<file path="src/rtl/ahb_pkg.sv">
// Shared AHB-Lite definitions: transfer types, response codes and the
// default-slave state encoding used by the decoder/mux slice.
package ahb_pkg;

    typedef enum logic [1:0] {
        HTRANS_IDLE   = 2'b00,
        HTRANS_BUSY   = 2'b01,
        HTRANS_NONSEQ = 2'b10,
        HTRANS_SEQ    = 2'b11
    } htrans_t;

    localparam logic HRESP_OKAY  = 1'b0;
    localparam logic HRESP_ERROR = 1'b1;

    typedef enum logic [1:0] {
        DS_IDLE = 2'b00,
        DS_ERR1 = 2'b01,
        DS_ERR2 = 2'b10
    } ds_state_t;

    // A transfer carries data only for NONSEQ and SEQ; IDLE and BUSY are
    // answered zero-wait OKAY by every slave, including the default one.
    function automatic logic trans_active(input logic [1:0] trans);
        return (trans == HTRANS_NONSEQ) || (trans == HTRANS_SEQ);
    endfunction

endpackage

</file>
<file path="src/rtl/ahb_default_slave.sv">
// Default slave for unmapped addresses: answers NONSEQ/SEQ with the
// two-cycle AHB ERROR response and counts those errors, saturating.
module ahb_default_slave
    import ahb_pkg::*;
#(
    parameter int unsigned ERRCNT_W = 8
) (
    input  logic                clk,
    input  logic                rst_n,
    input  logic                hready,
    input  logic                hsel_default,
    input  logic [1:0]          htrans,
    output logic                hreadyout_d,
    output logic                hresp_d,
    output logic [ERRCNT_W-1:0] err_cnt
);

    ds_state_t state;
    logic      err_start;

    // An erroring transfer is one accepted into the default slave's data phase.
    assign err_start = hready && hsel_default && trans_active(htrans);

    // Error-response FSM with registered ready/response and the error counter.
    always_ff @(posedge clk or negedge rst_n) begin
        if (!rst_n) begin
            state       <= DS_IDLE;
            hreadyout_d <= 1'b1;
            hresp_d     <= HRESP_OKAY;
            err_cnt     <= '0;
        end else begin
            case (state)
                DS_IDLE, DS_ERR2: begin
                    if (err_start) begin
                        state       <= DS_ERR1;
                        hreadyout_d <= 1'b0;
                        hresp_d     <= HRESP_ERROR;
                        if (err_cnt != {ERRCNT_W{1'b1}}) begin
                            err_cnt <= err_cnt + 1'b1;
                        end
                    end else begin
                        state       <= DS_IDLE;
                        hreadyout_d <= 1'b1;
                        hresp_d     <= HRESP_OKAY;
                    end
                end
                DS_ERR1: begin
                    state       <= DS_ERR2;
                    hreadyout_d <= 1'b1;
                    hresp_d     <= HRESP_ERROR;
                end
                default: begin
                    state       <= DS_IDLE;
                    hreadyout_d <= 1'b1;
                    hresp_d     <= HRESP_OKAY;
                end
            endcase
        end
    end

endmodule

</file>
<file path="src/rtl/ahb_decoder_mux.sv">
// AHB-Lite address decoder with data-phase select register, slave response
// multiplexer and an embedded default slave for unmapped addresses.
module ahb_decoder_mux
    import ahb_pkg::*;
#(
    parameter int unsigned                  NUM_SLAVES = 4,
    parameter int unsigned                  ADDR_W     = 32,
    parameter int unsigned                  DATA_W     = 32,
    parameter logic [NUM_SLAVES*ADDR_W-1:0] SLV_BASE   = {32'h4000_0000, 32'h3000_0000,
                                                          32'h2000_0000, 32'h0000_0000},
    parameter logic [NUM_SLAVES*ADDR_W-1:0] SLV_MASK   = {4{32'hF800_0000}},
    parameter int unsigned                  REMAP_SLV  = 3,
    parameter int unsigned                  ERRCNT_W   = 8
) (
    input  logic                         HCLK,
    input  logic                         HRESETn,
    input  logic [ADDR_W-1:0]            HADDR,
    input  logic [1:0]                   HTRANS,
    input  logic                         REMAP,
    output logic [NUM_SLAVES-1:0]        HSEL_S,
    output logic                         HSELDefault,
    input  logic [NUM_SLAVES*DATA_W-1:0] HRDATA_S,
    input  logic [NUM_SLAVES-1:0]        HREADYOUT_S,
    input  logic [NUM_SLAVES-1:0]        HRESP_S,
    output logic [DATA_W-1:0]            HRDATA,
    output logic                         HREADY,
    output logic                         HRESP,
    output logic [ERRCNT_W-1:0]          ERR_CNT
);

    // Data-phase select: one bit per slave plus the default slave in the MSB.
    localparam logic [NUM_SLAVES:0] SEL_DEFAULT = {1'b1, {NUM_SLAVES{1'b0}}};

    logic [NUM_SLAVES-1:0] dec_sel;
    logic                  dec_hit;
    logic [NUM_SLAVES:0]   sel_q;
    logic [DATA_W-1:0]     rdata_mux;
    logic                  ready_mux;
    logic                  resp_mux;
    logic                  hreadyout_d;
    logic                  hresp_d;

    // Priority address decode (lowest matching index wins) with slave-0 remap.
    always_comb begin
        dec_sel = '0;
        dec_hit = 1'b0;
        for (int i = 0; i < NUM_SLAVES; i++) begin
            if (!dec_hit &&
                ((HADDR & SLV_MASK[i*ADDR_W +: ADDR_W]) == SLV_BASE[i*ADDR_W +: ADDR_W])) begin
                dec_hit    = 1'b1;
                dec_sel[i] = 1'b1;
            end
        end
        if (REMAP && dec_sel[0]) begin
            dec_sel[0]         = 1'b0;
            dec_sel[REMAP_SLV] = 1'b1;
        end
    end

    assign HSEL_S      = HRESETn ? dec_sel : '0;
    assign HSELDefault = !HRESETn || !dec_hit;

    // Capture the address-phase select when the bus accepts it; hold on stalls.
    always_ff @(posedge HCLK or negedge HRESETn) begin
        if (!HRESETn) begin
            sel_q <= SEL_DEFAULT;
        end else if (HREADY) begin
            sel_q <= {HSELDefault, HSEL_S};
        end
    end

    // Steer the selected slave's data-phase signals back to the master.
    always_comb begin
        rdata_mux = '0;
        ready_mux = 1'b0;
        resp_mux  = HRESP_OKAY;
        for (int i = 0; i < NUM_SLAVES; i++) begin
            if (sel_q[i]) begin
                rdata_mux = rdata_mux | HRDATA_S[i*DATA_W +: DATA_W];
                ready_mux = ready_mux | HREADYOUT_S[i];
                resp_mux  = resp_mux  | HRESP_S[i];
            end
        end
        if (sel_q[NUM_SLAVES]) begin
            rdata_mux = '0;
            ready_mux = hreadyout_d;
            resp_mux  = hresp_d;
        end
    end

    assign HRDATA = rdata_mux;
    assign HREADY = ready_mux;
    assign HRESP  = resp_mux;

    ahb_default_slave #(
        .ERRCNT_W (ERRCNT_W)
    ) u_default_slave (
        .clk          (HCLK),
        .rst_n        (HRESETn),
        .hready       (HREADY),
        .hsel_default (HSELDefault),
        .htrans       (HTRANS),
        .hreadyout_d  (hreadyout_d),
        .hresp_d      (hresp_d),
        .err_cnt      (ERR_CNT)
    );

endmodule

</file>
<file path="config.mk">
export PLATFORM = sky130hd
export DESIGN_NAME = ahb_decoder_mux
export DESIGN_NICKNAME = d
export VERILOG_FILES = /design/src/rtl/ahb_pkg.sv /design/src/rtl/ahb_default_slave.sv /design/src/rtl/ahb_decoder_mux.sv
export SDC_FILE = /design/constraint.sdc
export NUM_CORES = 1
export LEC_CHECK = 0
export CORE_MARGIN = 4
export CORE_UTILIZATION = 26
export DETAILED_ROUTE_END_ITERATION = 8
export GPL_ROUTABILITY_DRIVEN = 0
export PLACE_DENSITY = 0.83
export SYNTH_ARGS = -nofsm -noshare
export SYNTH_HDL_FRONTEND = slang
export SYNTH_SLANG_ARGS = --single-unit
</file>
<file path="constraint.sdc">
create_clock -name HCLK -period 2.5 [get_ports HCLK]
set_clock_uncertainty 0.2 [all_clocks]
set_input_delay 0.5 -clock HCLK [delete_from_list [all_inputs] [get_ports HCLK]]
set_output_delay 0.5 -clock HCLK [all_outputs]
set_load 0.05 [all_outputs]
</file>
==> flow_metrics.tcl <==
set metrics [dict create \
    outcome "finished clean" \
    start_util 0.2750 \
    hold_depth 1 \
    grt_remaining_overflow 0 \
    end_kind "output port" \
    die_w_microns 88.06 \
    die_area_sq_um 7755 \
    final_area_sq_um 4120 \
    grt_max_degree 35 \
    core-area_sq_um 6061 \
    drc 0 \
    final-hold-violation-count 0 \
    path_cells "clkdlybuf4s50_1, nor3b_4, nand2_2, nor3_4, buf_12" \
    path_clk_slew_ns 0.06 \
    drt_iter0_drc 90 \
    r2r_end "sel_q[0]$_DFFE_PN0P_" \
    vias 2469 \
    ys.warnings.count 0 \
    clock_path_buffers 2 \
    antenna_found_initial 0 \
    startpoint_type "primary input" \
    row_count 28 \
    n_antenna_cell 0 \
    tns_ns 0 \
    crit_type "in2out" \
    cts_tree "built" \
    hold_ws_ns 0.2053 \
    min_from "u_default_slave.state[1]$_DFF_PN0_" \
    syn_nets 373 \
    clk_latency_ns 0.25 \
    fin_crit_ns 2.441 \
    slowest_delay_ns 0.48 \
    cts_buffers 3 \
    holdBufCountCts 0 \
    grtUsageTotal 0.2061 \
    synth_area_sq_um 1667 \
    io_pins 220 \
    clock_sinks 17 \
    max_cap_viol_count 0 \
    worstRegToRegCells 5 \
    ff_latch_area_sq_um 427.9 \
    peakVddDrop_mv 0.6621 \
    place_area_sq_um 4053 \
    place_hpwl_microns 7164 \
    grt_pass1_wl_microns 12790 \
    cp_slowest_cell "clkdlybuf4s50_1" \
    syn_area_per_cell_sq_um 8.375 \
    clock.fmax_ghz 0.4097 \
    rsz0062_at_grt "yes" \
    htree_levels 1 \
    path_max_fanout 4 \
    netlist_instances 199 \
    hold_class "reg2reg" \
    p_per_area_nw_per_um2 533.0 \
    firstDrtPassIters 5 \
    area_growth_pct 147.2 \
    p_total_uw 2196 \
    critPathRequiredTime_ns 1.80 \
    drt-total-wl_microns 8832 \
    hold_end "u_default_slave.state[1]$_DFF_PN0_" \
    arrival_ns 1.74 \
    slew_headroom 0.6566 \
    critPathTopFamily "buffers and inverters" \
    route.detailed.wl_per_inst_microns 19.16 \
    r2r_slack_ns 0.38 \
    path_buf_inv 2 \
    setup_viol 0 \
    viasPerCell 5.356 \
    portBuffers 191 \
    timing.rr.start "sel_q[0]$_DFFE_PN0P_" \
    fill_cells 465 \
    slew_violations 0 \
    p_leak_uw 0.001552 \
    drive_gt1_frac 0.1813 \
    clockRootBuffer "clkbuf_8" \
    max_slew.worst_pin.slew_ns 0.5135 \
    die_y_microns 88.06 \
    grt_pass1_vias 2578 \
    ys_ff_latch 17 \
    nets 561 \
    antenna_left 0 \
    multi_input_area_sq_um 1145 \
    finalCritPeriodShare 0.9763 \
    synth-seq-area-share 0.2568 \
    ys_types 34 \
]
[flip-flops by register name, indices dropped and copies added, names as in the netlist]
signal                       count
u_default_slave.state            2
u_default_slave.hreadyout_d      1
u_default_slave.err_cnt          8
u_default_slave.hresp_d          1
sel_q                            5
[per-stage QoR]
stage          utilization  worst slack [ns]  instances
6_report            0.6798           0.05924        461
5_1_grt             0.6798          -0.03619        461
4_1_cts             0.6763           0.02374        460
3_5_place_dp        0.6687           0.03787        456
3_3_place_gp        0.6687           0.07621        456
2_1_floorplan            -            0.1408        199
[what timing repair did]
item,in CTS,in global routing
gates resized for setup,0,4
setup endpoints to repair,0,3
setup buffers,0,1
[how the worst max path moves through the flow]
stage | end | cells after the start | slack [ns] | start
finish | HSEL_S[0] | 5 | 0.06 | HRESETn
global route | HSEL_S[0] | 5 | -0.04 | HRESETn
CTS | HSEL_S[0] | 5 | 0.02 | HRESETn
detailed placement | HSEL_S[0] | 5 | 0.04 | HRESETn
global placement | HSEL_S[3] | 5 | 0.08 | HRESETn
floorplan | HRDATA[10] | 4 | 0.14 | sel_q[2]$_DFFE_PN0P_
[per-layer routing]
metal,GRT usage,part of all wire,up-vias
met1,0.2326,0.34,1151
met4,0.05495,0.019,0
met3,0.03669,0.097,16
met2,0.3945,0.54,140
li1,-,-,1162
met5,0,0,-
[where the power goes]
group	internal, uW	total [uW]	switching [uW]
Clock	111	204	93.2
Sequential	355	424	68.3
Combinational	741	1570	828
[cell usage after synthesis]
cell type	instances	area, sq um
a21oi_1	33	165.2
a21oi_4	1	16.27
a22oi_1	66	495.5
a22oi_4	2	42.54
a31oi_1	2	12.51
a31oi_4	1	21.27
a41oi_1	1	8.760
and2_1	1	6.260
and3_1	5	31.28
buf_1	6	22.52
buf_2	3	15.01
buf_6	3	33.78
clkbuf_1	9	33.78
dfrtp_1	15	375.4
dfstp_2	2	52.55
ha_1	1	12.51
inv_1	2	7.510
mux2_1	6	67.56
mux2_4	1	15.01
mux2i_1	1	10.01
nand2_1	11	41.29
nand2b_1	2	12.51
nand3_1	3	15.01
nand3_2	1	10.01
nand4_1	2	12.51
nor2_1	6	22.52
nor2b_1	4	25.02
nor3_1	1	5.000
nor3b_4	1	18.77
o21a_1	1	7.510
o21ai_0	1	5.000
o22a_1	2	17.52
or3_4	1	11.26
xnor2_1	2	17.52
[final cells by class]
cell class,instances,area share
Inverter,2,0.001822
Tap cell,75,0.02278
Clock inverter,1,0.001215
Clock buffer,3,0.01002
Timing Repair Buffer,204,0.5824
Multi-Input combinational cell,159,0.2779
Sequential cell,17,0.1039
[cell usage in the layout, fill, tap and decap left out, drive strengths merged, types with 2 or more instances in the layout]
| cell | synthesis | final |
|---|---|---|
| and3 | 5 | 5 |
| nand2 | 11 | 11 |
| mux2 | 7 | 7 |
| buf | 12 | 52 |
| nand3 | 4 | 4 |
| dfrtp | 15 | 15 |
| nand2b | 2 | 2 |
| xnor2 | 2 | 2 |
| clkdlybuf4s50 | 0 | 152 |
| a21oi | 34 | 34 |
| a22oi | 68 | 68 |
| nor2 | 6 | 6 |
| dfstp | 2 | 2 |
| clkbuf | 9 | 3 |
| a31oi | 3 | 3 |
| inv | 2 | 2 |
| o22a | 2 | 2 |
| nor2b | 4 | 4 |
| nand4 | 2 | 2 |
[logic make-up after synthesis]
group / count (synthesis) / share of synthesized area
AO/OA/AOI/OAI: 110 / 0.4752
AND/OR/NAND/NOR: 38 / 0.1269
buffers and inverters: 23 / 0.06756
flip-flops: 17 / 0.2568
multiplexers: 8 / 0.05555
XOR/XNOR: 2 / 0.01051
adder cells (fa/ha/maj): 1 / 0.007506
Power figures use the tool's default switching activity.
